===== src/rtl/cache_mem_arbiter_if.sv =====
// cache_mem_arbiter_if: I-cache, D-cache and physical-memory line ports seen by the arbiter
interface cache_mem_arbiter_if #(parameter int ADDR_W = 32, parameter int LINE_W = 256);
  logic              i_read;
  logic [ADDR_W-1:0] i_addr;
  logic              i_resp;
  logic [LINE_W-1:0] i_rdata;
  logic              d_read;
  logic              d_write;
  logic [ADDR_W-1:0] d_addr;
  logic [LINE_W-1:0] d_wdata;
  logic              d_resp;
  logic [LINE_W-1:0] d_rdata;
  logic              pmem_read;
  logic              pmem_write;
  logic [ADDR_W-1:0] pmem_address;
  logic [LINE_W-1:0] pmem_wdata;
  logic [LINE_W-1:0] pmem_rdata;
  logic              pmem_resp;
  logic              arb_err;
  modport slave (
    input  i_read, i_addr, d_read, d_write, d_addr, d_wdata, pmem_rdata, pmem_resp,
    output i_resp, i_rdata, d_resp, d_rdata, pmem_read, pmem_write, pmem_address, pmem_wdata, arb_err
  );
  modport master (
    output i_read, i_addr, d_read, d_write, d_addr, d_wdata, pmem_rdata, pmem_resp,
    input  i_resp, i_rdata, d_resp, d_rdata, pmem_read, pmem_write, pmem_address, pmem_wdata, arb_err
  );
endinterface


===== src/rtl/cache_mem_arbiter.sv =====
// cache_mem_arbiter: shares one memory line port between I- and D-cache with D-first round-robin and a service watchdog
module cache_mem_arbiter #(
  parameter int ADDR_W  = 32,
  parameter int LINE_W  = 256,
  parameter int TIMEOUT = 0
) (
  input logic clk,
  input logic rst,
  cache_mem_arbiter_if.slave bus
);
  typedef enum logic [2:0] {IDLE, SERVE_I, SERVE_D, RESP_I, RESP_D} state_t;
  localparam int CW = TIMEOUT > 1 ? $clog2(TIMEOUT + 1) : 1;
  state_t state, next;
  logic [CW-1:0] cnt;
  logic last_d, d_req, grant_d, grant_i, serving, timeout, done;
  assign d_req   = bus.d_read | bus.d_write;
  // on a tie the side that did not win last time gets the line
  assign grant_d = d_req && !(bus.i_read && last_d);
  assign grant_i = bus.i_read && !grant_d;
  assign serving = state == SERVE_I || state == SERVE_D;
  assign timeout = TIMEOUT > 0 && cnt == CW'(TIMEOUT - 1) && !bus.pmem_resp;
  assign done    = serving && (bus.pmem_resp || timeout);
  always_comb begin
    next = state;
    case (state)
      IDLE:    next = grant_d ? SERVE_D : grant_i ? SERVE_I : IDLE;
      SERVE_I: next = done ? RESP_I : SERVE_I;
      SERVE_D: next = done ? RESP_D : SERVE_D;
      default: next = IDLE;
    endcase
  end
  always_ff @(posedge clk or posedge rst)
    if (rst) state <= IDLE;
    else state <= next;
  always_ff @(posedge clk or posedge rst) begin
    if (rst) begin
      last_d           <= 1'b0;
      cnt              <= '0;
      bus.pmem_read    <= 1'b0;
      bus.pmem_write   <= 1'b0;
      bus.pmem_address <= {ADDR_W{1'b0}};
      bus.pmem_wdata   <= {LINE_W{1'b0}};
      bus.i_rdata      <= {LINE_W{1'b0}};
      bus.d_rdata      <= {LINE_W{1'b0}};
      bus.i_resp       <= 1'b0;
      bus.d_resp       <= 1'b0;
      bus.arb_err      <= 1'b0;
    end else begin
      bus.i_resp <= next == RESP_I;
      bus.d_resp <= next == RESP_D;
      if (state == IDLE && (grant_d || grant_i)) begin
        last_d           <= grant_d;
        cnt              <= '0;
        bus.pmem_address <= grant_d ? bus.d_addr : bus.i_addr;
        bus.pmem_wdata   <= grant_d ? bus.d_wdata : {LINE_W{1'b0}};
        bus.pmem_write   <= grant_d && bus.d_write;
        bus.pmem_read    <= grant_i || !bus.d_write;
      end else if (serving) begin
        cnt <= cnt + 1'b1;
        if (done) begin
          bus.pmem_read  <= 1'b0;
          bus.pmem_write <= 1'b0;
          if (timeout) bus.arb_err <= 1'b1;
          if (state == SERVE_I) bus.i_rdata <= bus.pmem_resp ? bus.pmem_rdata : {LINE_W{1'b0}};
          else bus.d_rdata <= bus.pmem_resp ? bus.pmem_rdata : {LINE_W{1'b0}};
        end
      end
    end
  end
endmodule


===== src/flat_wrapper.sv =====
// flat-port wrapper written by rule: the top's interface ports become plain ports
module cache_mem_arbiter_flat 
#(
  parameter int ADDR_W  = 32,
  parameter int LINE_W  = 256,
  parameter int TIMEOUT = 0
)
  (clk, rst, bus_i_read, bus_i_addr, bus_d_read, bus_d_write, bus_d_addr, bus_d_wdata, bus_pmem_rdata, bus_pmem_resp, bus_i_resp, bus_i_rdata, bus_d_resp, bus_d_rdata, bus_pmem_read, bus_pmem_write, bus_pmem_address, bus_pmem_wdata, bus_arb_err);
  cache_mem_arbiter_if #(.ADDR_W(ADDR_W), .LINE_W(LINE_W)) bus_i ();
  input logic clk;
  input logic rst;
  input wire logic [$bits(bus_i.i_read)-1:0] bus_i_read;
  input wire logic [$bits(bus_i.i_addr)-1:0] bus_i_addr;
  input wire logic [$bits(bus_i.d_read)-1:0] bus_d_read;
  input wire logic [$bits(bus_i.d_write)-1:0] bus_d_write;
  input wire logic [$bits(bus_i.d_addr)-1:0] bus_d_addr;
  input wire logic [$bits(bus_i.d_wdata)-1:0] bus_d_wdata;
  input wire logic [$bits(bus_i.pmem_rdata)-1:0] bus_pmem_rdata;
  input wire logic [$bits(bus_i.pmem_resp)-1:0] bus_pmem_resp;
  output wire logic [$bits(bus_i.i_resp)-1:0] bus_i_resp;
  output wire logic [$bits(bus_i.i_rdata)-1:0] bus_i_rdata;
  output wire logic [$bits(bus_i.d_resp)-1:0] bus_d_resp;
  output wire logic [$bits(bus_i.d_rdata)-1:0] bus_d_rdata;
  output wire logic [$bits(bus_i.pmem_read)-1:0] bus_pmem_read;
  output wire logic [$bits(bus_i.pmem_write)-1:0] bus_pmem_write;
  output wire logic [$bits(bus_i.pmem_address)-1:0] bus_pmem_address;
  output wire logic [$bits(bus_i.pmem_wdata)-1:0] bus_pmem_wdata;
  output wire logic [$bits(bus_i.arb_err)-1:0] bus_arb_err;
  assign bus_i.i_read = bus_i_read;
  assign bus_i.i_addr = bus_i_addr;
  assign bus_i.d_read = bus_d_read;
  assign bus_i.d_write = bus_d_write;
  assign bus_i.d_addr = bus_d_addr;
  assign bus_i.d_wdata = bus_d_wdata;
  assign bus_i.pmem_rdata = bus_pmem_rdata;
  assign bus_i.pmem_resp = bus_pmem_resp;
  assign bus_i_resp = bus_i.i_resp;
  assign bus_i_rdata = bus_i.i_rdata;
  assign bus_d_resp = bus_i.d_resp;
  assign bus_d_rdata = bus_i.d_rdata;
  assign bus_pmem_read = bus_i.pmem_read;
  assign bus_pmem_write = bus_i.pmem_write;
  assign bus_pmem_address = bus_i.pmem_address;
  assign bus_pmem_wdata = bus_i.pmem_wdata;
  assign bus_arb_err = bus_i.arb_err;
  cache_mem_arbiter #(.ADDR_W(ADDR_W), .LINE_W(LINE_W), .TIMEOUT(TIMEOUT)) u_core (.clk(clk), .rst(rst), .bus(bus_i));
endmodule

===== config.mk =====
export PLATFORM = sky130hd
export DESIGN_NAME = cache_mem_arbiter_flat
export DESIGN_NICKNAME = d
export VERILOG_FILES = /design/src/rtl/cache_mem_arbiter_if.sv /design/src/rtl/cache_mem_arbiter.sv /design/src/flat_wrapper.sv
export SDC_FILE = /design/constraint.sdc
export NUM_CORES = 1
export LEC_CHECK = 0
export ABC_AREA = 1
export CAP_MARGIN = 20
export CORE_AREA = 5 5 530 532
export DETAILED_ROUTE_END_ITERATION = 16
export DIE_AREA = 0 0 535 537
export PLACE_DENSITY = 0.34
export SLEW_MARGIN = 40
export SYNTH_ARGS = -nofsm -noshare
export SYNTH_HDL_FRONTEND = slang
export SYNTH_SLANG_ARGS = --single-unit

===== constraint.sdc =====
create_clock -name clk -period 42.5 [get_ports clk]
set_input_delay 12.75 -clock clk [delete_from_list [all_inputs] [get_ports clk]]
set_output_delay 12.75 -clock clk [all_outputs]
set_load 0.01 [all_outputs]

==> summary.md <==
| Metric | Value |
|---|---|
| Status | `finished clean` |
| Critical R2R Launch | `u_core.last_d` |
| Total power | `4.23 mW` |
| I/O pin cnt | `1,387` |
| Number of antenna violations at the first check in global routing | `83` |
| Average wire length per cell after detail routing | `24.6 um` |
| Pin count of the biggest net entering global routing | `147` |
| Num CTS Buffers | `106` |
| Root Buffer | `sky130_fd_sc_hd__clkbuf_16` |
| Setup Skew | `39.2 ps` |
| Clock transition at the registers of the reported paths | `60 ps` |
| RSZ-0062 raised after global routing | `no` |
| Final core utilization | `19.5%` |
| Top-area cell type share of the netlist area | `63.1%` |
| Reported leakage power | `24.5 nW` |
| Initial standard-cell utilization of the core | `11.6%` |
| Drt via density | `3.58` |
| Die extent in y | `537 um` |
| Worst setup slack before clock tree synthesis | `24,680 ps` |
| CP Launch Type | `input pin` |
| Count of routing violations after the opening detailed-route iteration | `1,663` |
| Synthesized net count | `4,194` |
| Weighted congestion at the end of routability-driven global placement | `0.865` |
| Port Buffer Count | `1,385` |
| Detailed-route via count | `31,100` |
| Worst setup path class | `in -> async` |
| Maximum VDD drop | `0.0000459 V` |
| Crit path max fanout | `90` |
| Hold-fix buffers at CTS | `0` |
| Number of max-slew violations in the final report | `0` |
| Worst Hold Launch | `u_core.bus.i_rdata[125]` |
| Total negative setup slack | `0 ps` |
| Total track usage | `14.2%` |
| Synthesized area divided by synthesized cell count | `8.87 um^2` |
| R2R Setup Slk | `38,470 ps` |
| Worst Reg2Reg Path Length in Cells | `7` |
| Horiz. Die Dim | `535 um` |
| Critical path data required time | `43,310 ps` |
| Min-delay worst type | `reg -> reg` |
| Instance count of the mapped netlist | `3,612` |
| Post-route setup slack | `26,060 ps` |
| Cell count of the worst hold path | `2` |
| Filler-free cell count of the finished design | `8,690` |
| Commonest non-fill, non-tap cell in the layout | `sky130_fd_sc_hd__nand2_1` |
| Synth Cell Area | `32,000 um^2` |
| Total length of routed wires | `214 mm` |
| CTS tree | `built` |
| Number of remaining DRC errors | `0` |
| Post-DP HPWL | `160 mm` |
| Critical Path Sink Type | `async pin` |
| Global-route wire length before repair | `289 mm` |
| PostCTS Resize Cnt | `0` |
| Number of optimization iterations in the first detailed-route pass | `5` |
| Area growth from synthesis to layout | `67.2%` |
| Synthesis warning total | `0` |
| Cell taking the most area after synthesis | `sky130_fd_sc_hd__dfrtp_1` |
| Most area-consuming cells after synthesis | `sky130_fd_sc_hd__dfrtp_1, sky130_fd_sc_hd__nand2_1, sky130_fd_sc_hd__nand3_1, sky130_fd_sc_hd__o21ai_0, sky130_fd_sc_hd__buf_2` |
| Max Root-Sink Buffers | `3` |
| Hold worst-path end | `u_core.bus.i_rdata[125]` |
| Core footprint | `276,000 um^2` |
| Period utilisation layout | `38.7%` |
| Maximum frequency from static timing analysis | `60.8 MHz` |
| Buffers inserted during post-CTS setup optimization | `0` |
| Htree depth | `3` |
| Number of placement rows | `193` |
| Total of flip-flops plus latches after synthesis | `808` |
| Number of antenna-violating nets in the routed design | `0` |
| Endpoints failing hold | `0` |
| Share of post-route cells with drive strength above 1 | `4.89%` |
| TritonCTS sink count | `808` |
| Net total in the final layout | `5,461` |
| Total Die Area | `287,000 um^2` |
| Synth unique cells | `16` |
| Transition time at the pin with the least slew margin | `804 ps` |
| Maximum capacitance violations | `0` |
| Commonest cells after routing, fill and taps aside | `sky130_fd_sc_hd__nand2_1, sky130_fd_sc_hd__clkdlybuf4s50_1, sky130_fd_sc_hd__dfrtp_1, sky130_fd_sc_hd__nand3_1, sky130_fd_sc_hd__o21ai_0` |
| Instance count after placement with tap cells included | `8,472` |
| Worst slew margin relative to its limit | `46.4%` |
| Pwr/cell area | `78.8 nW/um^2` |
| Via count of the first global-routing pass | `32,700` |
| Part of the Yosys area used for sequential elements | `63.1%` |
| Number of failing setup endpoints in the final timing report | `0` |
| Congestion Overflow GR | `0` |
| Final critical-path required period | `16,440 ps` |
| Clock insertion delay at the later pin of the skew report | `720 ps` |
| Endpoint of the most critical register-to-register path | `u_core.bus.pmem_wdata[28]` |
| Data arrival time at the worst-slack endpoint | `17,250 ps` |
## flip-flops by register name, indices dropped and copies added, names as in the netlist, 3 cells and up
name / count
u_core.bus.d_rdata: 256
u_core.state: 3
u_core.bus.i_rdata: 256
u_core.bus.pmem_wdata: 256
u_core.bus.pmem_address: 32
## cells in the mapped netlist
cell	count
sky130_fd_sc_hd__clkbuf_1	96
sky130_fd_sc_hd__conb_1	1
sky130_fd_sc_hd__inv_2	5
sky130_fd_sc_hd__o211ai_1	1
sky130_fd_sc_hd__nand2_1	1710
sky130_fd_sc_hd__buf_6	4
sky130_fd_sc_hd__dfrtp_1	808
sky130_fd_sc_hd__nor2_1	3
sky130_fd_sc_hd__buf_1	4
sky130_fd_sc_hd__inv_1	5
sky130_fd_sc_hd__buf_2	152
sky130_fd_sc_hd__o21ai_0	256
sky130_fd_sc_hd__nand2_2	2
sky130_fd_sc_hd__nand3_1	549
sky130_fd_sc_hd__buf_4	14
sky130_fd_sc_hd__nor2_4	2
## stage by stage
step | instance area (um^2) | hold WS, ps
after global placement | 49700 | 454
after global routing | 53600 | 483
final | 53600 | 468
after detailed placement | 49700 | 457
after CTS | 53500 | 471
after floorplan | 32000 | 442
## where the power goes
part,internal (mW),switching (mW)
clock,0.574,0.394
combinational,0.811,1.12
sequential,1.12,0.210
total,2.50,1.72
## cell families (layout without fill, tap and decap cells)
kind of cell    Yosys count  after routing  share of synthesized area [%]
flops                   808            808                           63.1
simple gates           2266           2266                           28.7
other cells               1             18                         0.0117
compound gates          257            257                           4.02
buf+inv                 280           1636                           4.13
## final cells by class
cell class	count	area, um^2
Inverter	10	85.1
Tap cell	3705	4640
Clock buffer	154	3170
Fill cell	30400	222000
Antenna cell	17	42.5
Clock inverter	43	552
Sequential cell	808	20200
Multi-Input combinational cell	2524	10500
Timing Repair Buffer	1429	14400
## how the worst max path moves through the flow
stage	from	endpoint	slack, ps	cells past startpoint
after floorplan	rst	u_core.bus.d_rdata[0]	7060	1
after global routing	rst	u_core.bus.i_rdata[244]	25430	9
final	rst	u_core.bus.i_rdata[244]	26060	9
after CTS	rst	u_core.bus.i_rdata[244]	25550	8
after global placement	rst	u_core.bus.d_rdata[247]	24580	7
after detailed placement	rst	u_core.bus.i_rdata[244]	24680	8
## per-layer routing
metal  global-route usage (%)  vias up  wire length, um
met3                     6.69      278            22700
met1                     15.9    15400            81400
met5                        0        -              552
li1                         -    14100                -
met4                     3.63       86             5630
met2                     24.3     1206           103000
## critical path, cell delays in order
cell and delay, ps:
sky130_fd_sc_hd__clkdlybuf4s50_1 490, sky130_fd_sc_hd__inv_8 530, sky130_fd_sc_hd__buf_4 640, sky130_fd_sc_hd__buf_4 690
sky130_fd_sc_hd__buf_4 470, sky130_fd_sc_hd__buf_12 260, sky130_fd_sc_hd__buf_4 390, sky130_fd_sc_hd__buf_12 280
sky130_fd_sc_hd__buf_6 510
Note: power is estimated with default switching activity, not from simulation.
